### src/rtl/mips_mem_stage_lsu_if.sv
`default_nettype none
// ============================================================================
//  Module      : mips_mem_stage_lsu_if
//  Description : Data-memory request/acknowledge bus with byte lanes, shared
//                by the MEM-stage load/store unit (master) and the memory
//                side (slave).
//  Revision    : 1.0 - initial release
// ============================================================================
interface mips_mem_stage_lsu_if #(
   parameter int WORD_W = 32,
   parameter int BE_W   = WORD_W / 8
);
   logic              dmem_req;
   logic              dmem_we;
   logic [WORD_W-1:0] dmem_addr;
   logic [BE_W-1:0]   dmem_be;
   logic [WORD_W-1:0] dmem_wdata;
   logic              dmem_ack;
   logic [WORD_W-1:0] dmem_rdata;

   modport master (
      output dmem_req,
      output dmem_we,
      output dmem_addr,
      output dmem_be,
      output dmem_wdata,
      input  dmem_ack,
      input  dmem_rdata
   );

   modport slave (
      input  dmem_req,
      input  dmem_we,
      input  dmem_addr,
      input  dmem_be,
      input  dmem_wdata,
      output dmem_ack,
      output dmem_rdata
   );
endinterface
`default_nettype wire

### src/rtl/mips_mem_stage_lsu.sv
`default_nettype none
// ============================================================================
//  Module      : mips_mem_stage_lsu
//  Description : MEM-stage load/store unit. Issues one req/ack data-memory
//                transaction per load/store, stalls IF..MEM while it is open,
//                and returns the aligned, sign/zero-extended load result.
//  Revision    : 1.0 - initial release
// ============================================================================
module mips_mem_stage_lsu #(
   parameter int WORD_W = 32,
   parameter int BE_W   = WORD_W / 8
) (
   input  wire                  clock,
   input  wire                  reset_n,
   input  wire                  pipeMem_Valid,
   input  wire                  pipeMem_MemRead,
   input  wire                  pipeMem_MemWrite,
   input  wire  [1:0]           pipeMem_MemSize,
   input  wire                  pipeMem_MemSigned,
   input  wire  [WORD_W-1:0]    pipeMem_MemAddr,
   input  wire  [WORD_W-1:0]    memData,
   input  wire                  pipeHold,
   input  wire                  flush,
   mips_mem_stage_lsu_if.master dmem,
   output logic [WORD_W-1:0]    loadData,
   output logic                 loadValid,
   output logic                 memStall,
   output logic                 addrError
);

   localparam logic [1:0] c_SIZE_BYTE = 2'd0;
   localparam logic [1:0] c_SIZE_HALF = 2'd1;

   typedef enum logic [1:0] {
      S_IDLE = 2'd0,
      S_REQ  = 2'd1,
      S_DONE = 2'd2
   } state_t;

   state_t              r_state;
   state_t              w_state_next;

   logic                r_we;
   logic [WORD_W-1:0]   r_addr;
   logic [1:0]          r_lane;
   logic [1:0]          r_size;
   logic                r_signed;
   logic [BE_W-1:0]     r_be;
   logic [WORD_W-1:0]   r_wdata;
   logic                r_kill;
   logic [WORD_W-1:0]   r_load_data;

   logic                w_op;
   logic                w_is_byte;
   logic                w_is_half;
   logic                w_is_word;
   logic                w_misaligned;
   logic                w_accept;
   logic [BE_W-1:0]     w_be;
   logic [WORD_W-1:0]   w_wdata;
   logic [7:0]          w_ld_byte;
   logic [15:0]         w_ld_half;
   logic [WORD_W-1:0]   w_load_ext;

   // A flushed instruction is never accepted; size 3 falls through to word.
   assign w_op         = pipeMem_Valid & (pipeMem_MemRead | pipeMem_MemWrite) & ~flush;
   assign w_is_byte    = (pipeMem_MemSize == c_SIZE_BYTE);
   assign w_is_half    = (pipeMem_MemSize == c_SIZE_HALF);
   assign w_is_word    = pipeMem_MemSize[1];
   assign w_misaligned = (w_is_half & pipeMem_MemAddr[0]) |
                         (w_is_word & (pipeMem_MemAddr[1:0] != 2'b00));

   // Byte enables and lane-replicated store data for the incoming access.
   always_comb begin
      w_be    = '1;
      w_wdata = memData;
      if (w_is_byte) begin
         w_be    = BE_W'(1) << pipeMem_MemAddr[1:0];
         w_wdata = {4{memData[7:0]}};
      end else if (w_is_half) begin
         w_be    = pipeMem_MemAddr[1] ? 4'b1100 : 4'b0011;
         w_wdata = {2{memData[15:0]}};
      end
   end

   // Pick the addressed byte/half from the read word and extend it.
   always_comb begin
      case (r_lane)
         2'd0:    w_ld_byte = dmem.dmem_rdata[7:0];
         2'd1:    w_ld_byte = dmem.dmem_rdata[15:8];
         2'd2:    w_ld_byte = dmem.dmem_rdata[23:16];
         default: w_ld_byte = dmem.dmem_rdata[31:24];
      endcase
      w_ld_half  = r_lane[1] ? dmem.dmem_rdata[31:16] : dmem.dmem_rdata[15:0];
      w_load_ext = dmem.dmem_rdata;
      if (r_size == c_SIZE_BYTE) begin
         w_load_ext = {{24{r_signed & w_ld_byte[7]}}, w_ld_byte};
      end else if (r_size == c_SIZE_HALF) begin
         w_load_ext = {{16{r_signed & w_ld_half[15]}}, w_ld_half};
      end
   end

   // State register; asynchronous reset drops the bus request immediately.
   always_ff @(posedge clock or negedge reset_n) begin
      if (!reset_n) begin
         r_state <= S_IDLE;
      end else begin
         r_state <= w_state_next;
      end
   end

   // Next-state and pipeline control outputs.
   always_comb begin
      w_state_next = r_state;
      w_accept     = 1'b0;
      memStall     = 1'b0;
      addrError    = 1'b0;
      loadValid    = 1'b0;
      case (r_state)
         S_IDLE: begin
            if (w_op) begin
               if (w_misaligned) begin
                  addrError = 1'b1;
               end else begin
                  memStall     = 1'b1;
                  w_accept     = 1'b1;
                  w_state_next = S_REQ;
               end
            end
         end
         S_REQ: begin
            memStall = 1'b1;
            if (dmem.dmem_ack) begin
               // A killed access finishes on the bus but never retires.
               w_state_next = (r_kill | flush) ? S_IDLE : S_DONE;
            end
         end
         S_DONE: begin
            loadValid = ~r_we & ~flush;
            if (!pipeHold) begin
               w_state_next = S_IDLE;
            end
         end
         default: begin
            w_state_next = S_IDLE;
         end
      endcase
      if (!reset_n) begin
         memStall  = 1'b0;
         addrError = 1'b0;
         loadValid = 1'b0;
      end
   end

   // Request fields are captured on acceptance and held until the ack.
   always_ff @(posedge clock or negedge reset_n) begin
      if (!reset_n) begin
         r_we        <= 1'b0;
         r_addr      <= '0;
         r_lane      <= 2'd0;
         r_size      <= 2'd0;
         r_signed    <= 1'b0;
         r_be        <= '0;
         r_wdata     <= '0;
         r_kill      <= 1'b0;
         r_load_data <= '0;
      end else begin
         if (w_accept) begin
            r_we     <= pipeMem_MemWrite;
            r_addr   <= {pipeMem_MemAddr[WORD_W-1:2], 2'b00};
            r_lane   <= pipeMem_MemAddr[1:0];
            r_size   <= pipeMem_MemSize;
            r_signed <= pipeMem_MemSigned;
            r_be     <= w_be;
            r_wdata  <= w_wdata;
            r_kill   <= 1'b0;
         end else if ((r_state == S_REQ) && flush) begin
            r_kill <= 1'b1;
         end
         if ((r_state == S_REQ) && dmem.dmem_ack && !r_we) begin
            r_load_data <= w_load_ext;
         end
      end
   end

   assign dmem.dmem_req   = (r_state == S_REQ);
   assign dmem.dmem_we    = r_we;
   assign dmem.dmem_addr  = r_addr;
   assign dmem.dmem_be    = r_be;
   assign dmem.dmem_wdata = r_wdata;
   assign loadData        = r_load_data;

endmodule
`default_nettype wire

### src/flat_wrapper.sv
// flat-port wrapper written by rule: the top's interface ports become plain ports
module mips_mem_stage_lsu_flat 
#(
   parameter int WORD_W = 32,
   parameter int BE_W   = WORD_W / 8
)
  (clock, reset_n, pipeMem_Valid, pipeMem_MemRead, pipeMem_MemWrite, pipeMem_MemSize, pipeMem_MemSigned, pipeMem_MemAddr, memData, pipeHold, flush, loadData, loadValid, memStall, addrError, dmem_dmem_req, dmem_dmem_we, dmem_dmem_addr, dmem_dmem_be, dmem_dmem_wdata, dmem_dmem_ack, dmem_dmem_rdata);
  mips_mem_stage_lsu_if #(.WORD_W(WORD_W), .BE_W(BE_W)) dmem_i ();
  input  wire clock;
  input  wire reset_n;
  input  wire pipeMem_Valid;
  input  wire pipeMem_MemRead;
  input  wire pipeMem_MemWrite;
  input  wire  [1:0] pipeMem_MemSize;
  input  wire pipeMem_MemSigned;
  input  wire  [WORD_W-1:0] pipeMem_MemAddr;
  input  wire  [WORD_W-1:0] memData;
  input  wire pipeHold;
  input  wire flush;
  output logic [WORD_W-1:0] loadData;
  output logic loadValid;
  output logic memStall;
  output logic addrError;
  output wire logic [$bits(dmem_i.dmem_req)-1:0] dmem_dmem_req;
  output wire logic [$bits(dmem_i.dmem_we)-1:0] dmem_dmem_we;
  output wire logic [$bits(dmem_i.dmem_addr)-1:0] dmem_dmem_addr;
  output wire logic [$bits(dmem_i.dmem_be)-1:0] dmem_dmem_be;
  output wire logic [$bits(dmem_i.dmem_wdata)-1:0] dmem_dmem_wdata;
  input wire logic [$bits(dmem_i.dmem_ack)-1:0] dmem_dmem_ack;
  input wire logic [$bits(dmem_i.dmem_rdata)-1:0] dmem_dmem_rdata;
  assign dmem_dmem_req = dmem_i.dmem_req;
  assign dmem_dmem_we = dmem_i.dmem_we;
  assign dmem_dmem_addr = dmem_i.dmem_addr;
  assign dmem_dmem_be = dmem_i.dmem_be;
  assign dmem_dmem_wdata = dmem_i.dmem_wdata;
  assign dmem_i.dmem_ack = dmem_dmem_ack;
  assign dmem_i.dmem_rdata = dmem_dmem_rdata;
  mips_mem_stage_lsu #(.WORD_W(WORD_W), .BE_W(BE_W)) u_core (.clock(clock), .reset_n(reset_n), .pipeMem_Valid(pipeMem_Valid), .pipeMem_MemRead(pipeMem_MemRead), .pipeMem_MemWrite(pipeMem_MemWrite), .pipeMem_MemSize(pipeMem_MemSize), .pipeMem_MemSigned(pipeMem_MemSigned), .pipeMem_MemAddr(pipeMem_MemAddr), .memData(memData), .pipeHold(pipeHold), .flush(flush), .dmem(dmem_i), .loadData(loadData), .loadValid(loadValid), .memStall(memStall), .addrError(addrError));
endmodule
### config.mk
export PLATFORM = sky130hd
export DESIGN_NAME = mips_mem_stage_lsu_flat
export DESIGN_NICKNAME = d
export VERILOG_FILES = /design/src/rtl/mips_mem_stage_lsu_if.sv /design/src/rtl/mips_mem_stage_lsu.sv /design/src/flat_wrapper.sv
export SDC_FILE = /design/constraint.sdc
export NUM_CORES = 1
export LEC_CHECK = 0
export CAP_MARGIN = 30
export CORE_ASPECT_RATIO = 1.2
export CORE_MARGIN = 2
export CORE_UTILIZATION = 40
export DETAILED_ROUTE_END_ITERATION = 6
export PLACE_DENSITY = 0.78
export SYNTH_ARGS = -nofsm -noshare
export SYNTH_HDL_FRONTEND = slang
export SYNTH_SLANG_ARGS = --single-unit
### constraint.sdc
create_clock -name clock -period 1.6 [get_ports clock]
set_input_delay 0.4 -clock clock [delete_from_list [all_inputs] [get_ports clock]]
set_output_delay 0.4 -clock clock [all_outputs]
set_load 0.05 [all_outputs]
======== Word level (Yosys, flattened, before mapping) ========
Cells that the tools add are included.
cells by class
  multipliers ............................. 0
  shift operators ......................... 1
  reductions and logical operators ........ 11
  muxes and demuxes ....................... 28
  equality and inequality tests ........... 10
  divide/modulo/power cells ............... 0
  order comparisons ....................... 0
  add/sub/neg operators ................... 0
  bitwise gates (word level) .............. 12
operators with widths
  kind                                                               count
  32-bit 2-to-1 mux                                                  4
  8-bit one-hot mux with 3 select lines                              1
  16-bit 2-to-1 mux                                                  1
  1-bit 2-to-1 mux                                                   12
  4-bit 2-to-1 mux                                                   3
  2-bit 2-to-1 mux                                                   5
  2-bit by 1-bit == test with 1-bit output, second input constant    4
  2-bit logical NOT                                                  4
  1-bit bitwise AND                                                  7
  2-bit one-hot mux with 3 select lines                              1
  2-bit == test, second input constant                               2
  2-bit by 1-bit != test with 1-bit output, second input constant    2
  2-bit != test, second input constant                               2
  4-bit AND reduction                                                1
  2-bit nonzero test                                                 2
  1-bit by 2-bit << shifter with 4-bit output, first input constant  1
  1-bit logical AND                                                  3
  1-bit bitwise OR                                                   3
  1-bit NOT                                                          2
  1-bit one-hot mux with 2 select lines                              1
  1-bit logical NOT                                                  1
word-level totals
  register bits ........................... 107
  memories kept ........................... 0
  output and inout port bits .............. 105
  word-level logic and storage cells ...... 72
  memory bits (read-only) ................. 0
  latch bits .............................. 0
  bits of input ports ..................... 107
  memory bits (writable) .................. 0

======== Logic depth before layout (Yosys ltp) ========
Gate-level depths: netlist of run 1.
  depth after elaboration ................. 7
  mapped depth ............................ 6
  mapped depth without buffers ............ 5

======== Worst setup path before layout of run 1 ========
OpenSTA, ideal clock, no wires.
  path kind ............................... reg2out
  start ................................... register u_core.r_we, in the netlist u_core.dmem.dmem_we
  end ..................................... output port loadValid
  required time ........................... 1,200 ps
  stages on the path, launching flop included .. 2
  arrival time ............................ 2,299 ps
  slack ................................... -1,099 ps
  buffers on the path ..................... 0
  path through ............................ dfrtp_1 nor4b_1
on the way
  word-level cells in the longest chain between the ends .. 4
RTL lines
  item                      line                       RTL
  start: declaration        mips_mem_stage_lsu.sv:43   logic r_we;
  start signal: assignment  mips_mem_stage_lsu.sv:169  r_we <= pipeMem_MemWrite;
  1-bit NOT                 mips_mem_stage_lsu.sv:139  loadValid = ~r_we & ~flush;
  1-bit bitwise AND         mips_mem_stage_lsu.sv:139
  1-bit 2-to-1 mux          mips_mem_stage_lsu.sv:119  case (r_state)
  1-bit 2-to-1 mux          mips_mem_stage_lsu.sv:148  if (!reset_n) begin
  end: declaration          flat_wrapper.sv:21         output logic loadValid;
No other way between the ends.

======== Final worst setup path of run 1 ========
  start ................................... register u_core.r_state[1]
  end ..................................... register u_core.r_size[0]
on the way
  word-level cells in the longest chain between the ends .. 2
RTL lines
  item                      line                       RTL
  start: declaration        mips_mem_stage_lsu.sv:40   state_t r_state;
  start signal: assignment  mips_mem_stage_lsu.sv:108  r_state <= w_state_next;
  2-bit logical NOT         mips_mem_stage_lsu.sv:119
  1-bit 2-to-1 mux          mips_mem_stage_lsu.sv:119
  end signal: assignment    mips_mem_stage_lsu.sv:172  r_size <= pipeMem_MemSize;
  end: declaration          mips_mem_stage_lsu.sv:46   logic [1:0] r_size;
No other way between the ends.
A chain may end at the register's enable or synchronous reset.

==> flow_summary.toml, run 1 <==
[floorplan]
io_pins = 212
start_util_pct = 40.7
die_y_um = 131
rows = 46
chipWidth_um = 109
die_area_mm2 = 0.0143
core_area_mm2 = 0.0131

[worst_setup_path]
r2r_start = "u_core.r_state[1]"
path_max_fanout = 10
rr_endpoint = "u_core.r_size[0]"
regToRegSetupSlack_ns = -0.27
crit_type = "flip-flop to flip-flop"
crit_slowest_cell = "or3b_4"
crit_chain = "nor2_4 -> nand2b_4 -> buf_6 -> or3b_4 -> clkbuf_16 -> mux2_4"
crit_path_end_kind = "flip-flop"
ff2ff_path_depth = 6
max_stage_delay_ns = 0.50
critPathArrivalTime_ns = 2.09
cp_data_required_time_ns = 1.83
start_kind = "flip-flop"

[timing]
layout_setup_ws_ns = -0.267
grt_setup_unrepaired = "true"
drv_slew = 0
min_period_over_period_pct = 117
finalSetupTns_ns = -17.06
setup-violations-final = 89
period_needed_ns = 1.87
max-slew-margin-rel_pct = 61.8
max_freq_ghz = 0.536
fin_hold_ws_ns = 0.261
finClkSkew_ns = 0.00768
finalHoldViolations = 0
tightest_slew_ns = 0.573

[finish]
layout-drive-gt1-share_pct = 44.8
synthToLayoutAreaGrowth_pct = 84.9
design_area_mm2 = 0.00987
final_core_util_pct = 75.2
fin_nets = 818

[global_route]
grt_overflow = 0
grt_max_degree = 108
globalRouteMet1Util_pct = 25.7
grt_pass1_wl_um = 25300
met3_usage_pct = 6.45
grtUsageTotal_pct = 23.0
antenna_found_initial = 0
top_usage_layer = "met2"
use_met2_pct = 40.9
grt_pass1_vias = 4925

[cts]
htree_levels = 3
clock_path_buffers = 2
root_buffer = "clkbuf_16"
clkTransAtPathRegs_ns = 0.07
numCtsBuffers = 9
cts_sinks = 107
cts_tree = "done"
clock_latency_ns = 0.34
ctsHoldBuffers = 0

[logic_synthesis]
ys.warnings.count = 0
avgSynthCellArea_um2 = 12.0
yosys.area.top_type_share_pct = 50.2
ys_ff_latch = 107
synth_top_cell_by_area = "dfrtp_1"
synth.distinct_cells = 44
syn_inst = 444
synth.area.top_cells = "dfrtp_1 50%, mux2_4 15%, mux2_2 6.3%"
synth.most_common_cell = "dfrtp_1"
ys_seq_area_share_pct = 50.2
netlist_top_cells_count = "107 x dfrtp_1, 55 x mux2_4, 38 x nand3_1"
ys.flop_type = "dfrtp_1"
syn_area_mm2 = 0.00534
synth_edf_count = 0
postSynth.asyncResetShare_pct = 100

[routing]
detail-route-antenna-nets = 0
drc_errors = 0
drt-total-wl_um = 17400
drtIter0Drc = 189
avgViaCountPerCell = 5.33
vias = 4720
wl_per_cell_um = 19.6
first_pass_iters = 4

[power]
peakVddDrop_uv = 1370
p_leak_nw = 4.52
powerDensity_mw_per_mm2 = 1790

[placement]
port_buffers = 209
place_hpwl_um = 12200
gp_congestion = 0.908
place_area_mm2 = 0.00909
dp_slack_ns = -0.713

[outcome]
status = "finished with violations"
violations = "setup timing"

[run]
cap_violations = 0

[worst_hold_path]
hp-class = "primary input to asynchronous set/reset pin"
## state kept, by name, summed over array words and instances (netlist names)
signal,count
u_core.dmem.dmem_wdata,32
u_core.loadData,32
u_core.dmem.dmem_addr,30
u_core.dmem.dmem_be,4
u_core.r_lane,2
u_core.r_size,2
u_core.r_state,2
u_core.dmem.dmem_we,1
u_core.r_kill,1
u_core.r_signed,1
## placed cells by master (no fill, tap or decap), types with 3 or more instances in the layout
cell             instances
nand3b_1                 7
nand3_1                 38
buf_12                 108
buf_4                   56
a2111oi_4                5
a31oi_4                  3
mux2i_1                 21
or4b_4                   4
buf_6                   13
a22oi_1                  7
mux2_2                  30
a22o_1                   8
clkdlybuf4s50_1         97
inv_1                    6
nor2_1                  30
o21ai_0                  9
dfrtp_2                  4
clkinvlp_4               3
dlygate4sd2_1            4
clkbuf_16               12
nand2_1                 28
mux2_4                  56
dfrtp_1                103
nand2b_4                 3
a21oi_1                 12
## power by group
part	leakage (nW)	internal (W)	switching (W)
sequential	1.28	0.00369	0.00120
combinational	3.10	0.00532	0.00517
clock	0.139	0.00126	0.000987
## critical path: cells and delay by family, from the launching register on
family        cells  cell delay [ns]
simple gates      3             0.71
buf+inv           2             0.34
flops             1             0.41
mux               1             0.30
## logic make-up (layout without fill, tap and decap cells)
logic type	after synthesis	in the layout	synth area share, %
muxes	107	107	25.9
buffers and inverters	40	310	4.01
AOI/OAI and AO/OA	62	62	7.83
and+or+nand+nor	127	128	12.0
other	1	3	0.0703
DFF	107	107	50.2
## metrics by stage
step | cells | power, W
finish | 885 | 0.0176
global route | 884 | 0.0183
CTS | 876 | 0.0175
detailed placement | 847 | 0.0151
global placement | 847 | 0.0149
floorplan | 445 | 0.00948
## final cells by class
cell class                      instances  area, um2
Clock buffer                           12        246
Timing Repair Buffer                  287       3890
Sequential cell                       107       2680
Fill cell                             812       3250
Inverter                                7       30.0
Antenna cell                            1       2.50
Tap cell                              168        210
Clock inverter                          4       50.0
Multi-Input combinational cell        299       2750
## per-layer routing
layer | wire length, um | part of all wire (%) | vias up
li1 | - | - | 2140
met1 | 6070 | 35 | 2331
met2 | 9390 | 54 | 212
met3 | 1400 | 8.1 | 37
met4 | 495 | 2.9 | 0
met5 | 0 | 0 | -
## worst max path at each step
stage                        from  slack (ns)  cells after the start                          to
2_1_floorplan  pipeMem_MemAddr[0]       -0.13                      6   u_core.dmem.dmem_addr[10]
3_3_place_gp     pipeMem_MemWrite       -0.71                      6  u_core.dmem.dmem_wdata[14]
3_5_place_dp     pipeMem_MemWrite       -0.71                      6   u_core.dmem.dmem_addr[11]
4_1_cts         u_core.r_state[0]       -0.28                      3                   loadValid
5_1_grt         u_core.r_state[1]       -0.32                      6   u_core.dmem.dmem_addr[25]
6_report        u_core.r_state[1]       -0.27                      6            u_core.r_size[0]
## what timing repair did
action	in CTS	in global routing
gates cloned	2	5
pin swaps	14	11
endpoints found under the setup margin	88	105
setup buffers	11	3
hold endpoints to repair	0	0
resized for setup	49	23
(Power assumes the default switching activity.)
==> run 2: changes to the inputs <==
--- a/config.mk
+++ b/config.mk
@@ -5,12 +5,14 @@
 export SDC_FILE = /design/constraint.sdc
 export NUM_CORES = 1
 export LEC_CHECK = 0
-export CAP_MARGIN = 30
+export ABC_AREA = 1
+export CAP_MARGIN = 20
 export CORE_ASPECT_RATIO = 1.2
 export CORE_MARGIN = 2
 export CORE_UTILIZATION = 40
 export DETAILED_ROUTE_END_ITERATION = 6
-export PLACE_DENSITY = 0.78
+export PLACE_DENSITY = 0.77
+export SKIP_LAST_GASP = 1
 export SYNTH_ARGS = -nofsm -noshare
 export SYNTH_HDL_FRONTEND = slang
 export SYNTH_SLANG_ARGS = --single-unit
==> flow_summary.toml, run 2 <==
[outcome]
status = "finished with violations"
violations = "setup timing"

[worst_setup_path]
critPathArrivalTime_ns = 1.42
start_kind = "flip-flop"
cp_data_required_time_ns = 1.20
crit_path_end_kind = "output port"
cp-endpoint = "memStall"
ff2ff_path_depth = 8
r2r_start = "u_core.r_lane[1]"
regToRegSetupSlack_ns = 0.12
rr_endpoint = "u_core.loadData[18]"
path_max_fanout = 3
crit_type = "flip-flop to output port"
critPathLaunch = "u_core.r_state[0]"

[floorplan]
start_util_pct = 40.9
chipWidth_um = 110
die_area_mm2 = 0.0145
die_y_um = 131
rows = 46
io_pins = 212
core_area_mm2 = 0.0132

[timing]
period_needed_ns = 1.82
grt_setup_unrepaired = "true"
layout_setup_ws_ns = -0.217
finalHoldViolations = 0
min_period_over_period_pct = 114
max_freq_ghz = 0.550
setup-violations-final = 4
drv_slew = 0
finClkSkew_ns = 0.00323

[logic_synthesis]
avgSynthCellArea_um2 = 6.86
synth.most_common_cell = "nand2_1"
yosys.area.top_type_share_pct = 49.4
ys_ff_latch = 107
synth_top_cell_by_area = "dfrtp_1"
ys_seq_area_share_pct = 49.4
ys.flop_type = "dfrtp_1"
synth.distinct_cells = 21
syn_inst = 790
syn_area_mm2 = 0.00542
synth.area.top_cells = "dfrtp_1 49%, nand2_1 34%, inv_1 4.1%"
postSynth.asyncResetShare_pct = 100
ys.warnings.count = 0
synth_edf_count = 0
netlist_top_cells_count = "492 x nand2_1, 107 x dfrtp_1, 59 x inv_1"

[power]
powerDensity_mw_per_mm2 = 1730
peakVddDrop_uv = 1230
finalPower_w = 0.0165
p_leak_nw = 5.06

[routing]
drt-total-wl_um = 18000
wl_met1_um = 6780
drtIter0Drc = 324
routed-wl-met2_um = 9040
wl_met3_um = 1760
first_pass_iters = 4
vias = 5843
dr.max_layer_used = "met4"
avgViaCountPerCell = 4.86
wl_per_cell_um = 15.0
drc_errors = 0
detail-route-antenna-nets = 0

[cts]
cts_sinks = 107
cts_tree = "done"
clock_path_buffers = 2
numCtsBuffers = 9
clock_latency_ns = 0.35
clkTransAtPathRegs_ns = 0.07
htree_levels = 3
root_buffer = "clkbuf_16"

[placement]
dp_slack_ns = -0.449
place_area_mm2 = 0.00908
gp_congestion = 0.888
place_hpwl_um = 13700
post-place-cells = 1179
port_buffers = 209

[global_route]
grtUsageTotal_pct = 25.8
antenna_found_initial = 1
grt_overflow = 0
grt_pass1_wl_um = 29000
grt_max_degree = 91
grt_pass1_vias = 5955

[finish]
synthToLayoutAreaGrowth_pct = 75.2
n_fill_cell = 1002
layout-drive-gt1-share_pct = 19.6
multi_input_area_mm2 = 0.00240
final_cell_mix = "489 x nand2_1, 111 x buf_12, 103 x dfrtp_1"
stdcell_count = 1202
design_area_mm2 = 0.00949
layout_commonest_cell = "nand2_1"
seq_area_mm2 = 0.00268
fin_nets = 1135

[worst_hold_path]
hp-class = "primary input to asynchronous set/reset pin"

[run]
cap_violations = 0
==> run 2: critical path, stage by stage (launching register included) <==
cell and delay [ns]:
dfrtp_1 0.41, inv_2 0.06, buf_6 0.12, nor2_4 0.13
inv_2 0.07, a21oi_4 0.14, buf_12 0.15
==> run 2: worst min-delay path by stage <==
stage                     startpoint                         to  slack [ns]  depth (start not counted)
after detailed placement     reset_n          u_core.r_state[0]        0.43                          2
after global routing         reset_n          u_core.r_state[0]        0.07                          2
after global placement       reset_n          u_core.r_state[1]        0.43                          2
final                        reset_n          u_core.r_state[0]        0.07                          2
after floorplan              reset_n  u_core.dmem.dmem_addr[10]        0.10                          0
after CTS                    reset_n          u_core.r_state[0]        0.06                          2
==> run 2: logic make-up after synthesis <==
kind of cell	Yosys count	share of synthesized area (%)
other	1	0.0692
DFF	107	49.4
AOI/OAI and AO/OA	32	3.03
buffers and inverters	100	7.74
and+or+nand+nor	550	39.7
==> run 2: metrics by stage <==
step           util [%]  TNS [ns]  hold WS, ns
4_1_cts            71.5    -0.773       0.0569
2_1_floorplan         -    -0.129        0.104
3_3_place_gp       68.6    -25.14        0.427
6_report           71.7    -0.692       0.0664
3_5_place_dp       68.6    -29.12        0.430
5_1_grt            71.7    -0.922       0.0685
==> run 2: repair_timing <==
item / CTS / global route
gates resized for setup: 17 / 6
setup endpoints to repair: 9 / 25
buffers inserted: 3 / 3
pin swaps: 9 / 3
hold buffers: 0 / 0
==> run 2: layout make-up <==
| type | instances | share of cell area [%] |
|---|---|---|
| well taps | 168 | 2.21 |
| inverters | 63 | 2.52 |
| multi-input cells | 584 | 25.3 |
| repair buffers | 263 | 38.2 |
| clock inverters | 4 | 0.843 |
| diodes | 1 | 0.0264 |
| clock buffers | 12 | 2.70 |
| flip-flops and latches | 107 | 28.3 |
==> run 2: where the power goes <==
| part | switching (W) | internal [W] | total [W] |
|---|---|---|---|
| registers | 0.00107 | 0.00361 | 0.00469 |
| logic | 0.00493 | 0.00434 | 0.00927 |
| clock network | 0.00102 | 0.00148 | 0.00250 |
| total | 0.00703 | 0.00942 | 0.0165 |
==> run 2: routing by layer <==
| metal | GRT usage (%) | vias up |
|---|---|---|
| li1 | - | 2842 |
| met1 | 29.9 | 2730 |
| met2 | 43.1 | 235 |
| met3 | 9.18 | 36 |
| met4 | 9.38 | 0 |
| met5 | 0 | - |
==> run 3: changes to the inputs <==
--- a/config.mk
+++ b/config.mk
@@ -12,7 +12,9 @@
 export CORE_UTILIZATION = 40
 export DETAILED_ROUTE_END_ITERATION = 6
 export PLACE_DENSITY = 0.77
+export REMOVE_ABC_BUFFERS = 1
 export SKIP_LAST_GASP = 1
+export SLEW_MARGIN = 0
 export SYNTH_ARGS = -nofsm -noshare
 export SYNTH_HDL_FRONTEND = slang
 export SYNTH_SLANG_ARGS = --single-unit
==> flow_summary.toml, run 3 (synthesis gave the netlist of run 2 again) <==
[timing]
drv_slew = 0
finClkSkew_ns = 0.00868
finalHoldViolations = 0
tightest_slew_ns = 0.629
layout_setup_ws_ns = -0.276
min_period_over_period_pct = 117
grt_setup_unrepaired = "true"
max_freq_ghz = 0.533
setup-violations-final = 4
period_needed_ns = 1.88
fin_hold_ws_ns = 0.0962
max-slew-margin-rel_pct = 57.9

[floorplan]
chipWidth_um = 110
rows = 46
die_y_um = 131
io_pins = 212
start_util_pct = 40.9
die_area_mm2 = 0.0145
core_area_mm2 = 0.0132

[worst_setup_path]
critPathArrivalTime_ns = 1.48
crit_slowest_cell = "dfrtp_1"
max_stage_delay_ns = 0.42
cp_data_required_time_ns = 1.20
regToRegSetupSlack_ns = 0.02
path_max_fanout = 3
ff2ff_path_depth = 8
crit_chain = "buf_6 -> nor2_4 -> inv_2 -> a21oi_4 -> buf_12"
start_kind = "flip-flop"
crit_path_end_kind = "output port"
crit_type = "flip-flop to output port"

[finish]
layout-drive-gt1-share_pct = 18.6
fin_nets = 1130
final_core_util_pct = 71.5
layout_commonest_cell = "nand2_1"
final_cell_mix = "490 x nand2_1, 110 x buf_12, 107 x dfrtp_1"
synthToLayoutAreaGrowth_pct = 74.8

[routing]
detail-route-antenna-nets = 0
first_pass_iters = 5
vias = 5711
avgViaCountPerCell = 4.77
wl_per_cell_um = 14.6
drt-total-wl_um = 17500
drc_errors = 0
drtIter0Drc = 246

[cts]
numCtsBuffers = 9
clkTransAtPathRegs_ns = 0.08
root_buffer = "clkbuf_16"
cts_tree = "done"
clock_latency_ns = 0.36
clock_path_buffers = 2
cts_sinks = 107
htree_levels = 3

[outcome]
violations = "setup timing"
status = "finished with violations"

[placement]
dp_slack_ns = -0.527
place_hpwl_um = 12800
gp_congestion = 0.913
port_buffers = 209

[power]
peakVddDrop_uv = 1170
p_leak_nw = 5.04
powerDensity_mw_per_mm2 = 1730

[run]
cap_violations = 0

[global_route]
grt_pass1_vias = 5789
grt_overflow = 0
grt_pass1_wl_um = 28100
grtUsageTotal_pct = 24.8
grt_max_degree = 77
antenna_found_initial = 1

[worst_hold_path]
hp-class = "primary input to asynchronous set/reset pin"
==> run 3: cell types whose count changed in the layout (fill, tap and decap cells not counted), sizes merged <==
cell	change
inv	+1
dlygate4sd3	+1
buf	-6
clkinvlp	+2
clkbuf	-3
==> run 3: final cells by class <==
class | instances | area (um2)
Tap cell | 168 | 210
Sequential cell | 107 | 2680
Fill cell | 1038 | 3770
Antenna cell | 1 | 2.50
Timing Repair Buffer | 258 | 3610
Clock buffer | 9 | 225
Inverter | 63 | 239
Clock inverter | 7 | 106
Multi-Input combinational cell | 584 | 2390
==> run 3: power breakdown <==
part,switching (W),internal (W)
registers,0.00103,0.00361
clock network,0.00110,0.00140
logic,0.00488,0.00433
==> run 3: timing repair <==
action,4_1_cts,5_1_grt
endpoints found under the hold margin,0,4
gates resized for setup,27,10
pin swaps,6,4
setup endpoints to repair,46,41
hold buffers,0,1
setup buffers,3,2
gates cloned,0,0
==> run 3: routing by layer <==
layer	GRT usage [%]	part of all wire, %
met1	28.4	38
met2	43.1	51
met3	8.43	9.0
met4	7.50	1.7
met5	0	0
==> run 3: final timing paths <==
kind / from / to
worst min register to register: u_core.r_size[0] / u_core.r_size[0]
worst min-delay path: reset_n / u_core.dmem.dmem_we
max in group asynchronous: reset_n / u_core.r_lane[1]
min in group clock: pipeMem_MemWrite / u_core.dmem.dmem_we
worst max-delay path: u_core.r_state[1] / memStall
worst max register to register: u_core.r_state[1] / u_core.dmem.dmem_wdata[8]
==> run 3: worst max-delay path, delay by kind of cell (launching register included) <==
kind	cells	cell delay (ns)
compound gates	1	0.17
simple gates	1	0.15
flops	1	0.42
buf+inv	3	0.37
==> run 3: metrics by stage <==
step / TNS [ns] / instances / power (W) / instance area [um2]
CTS: -0.672 / 1192 / 0.0164 / 9370
finish: -0.902 / 1197 / 0.0163 / 9470
global placement: -27.72 / 1173 / 0.0138 / 8960
floorplan: -82.30 / 754 / 0.00869 / 5240
global route: -1.84 / 1197 / 0.0171 / 9470
detailed placement: -30.38 / 1173 / 0.0139 / 8960
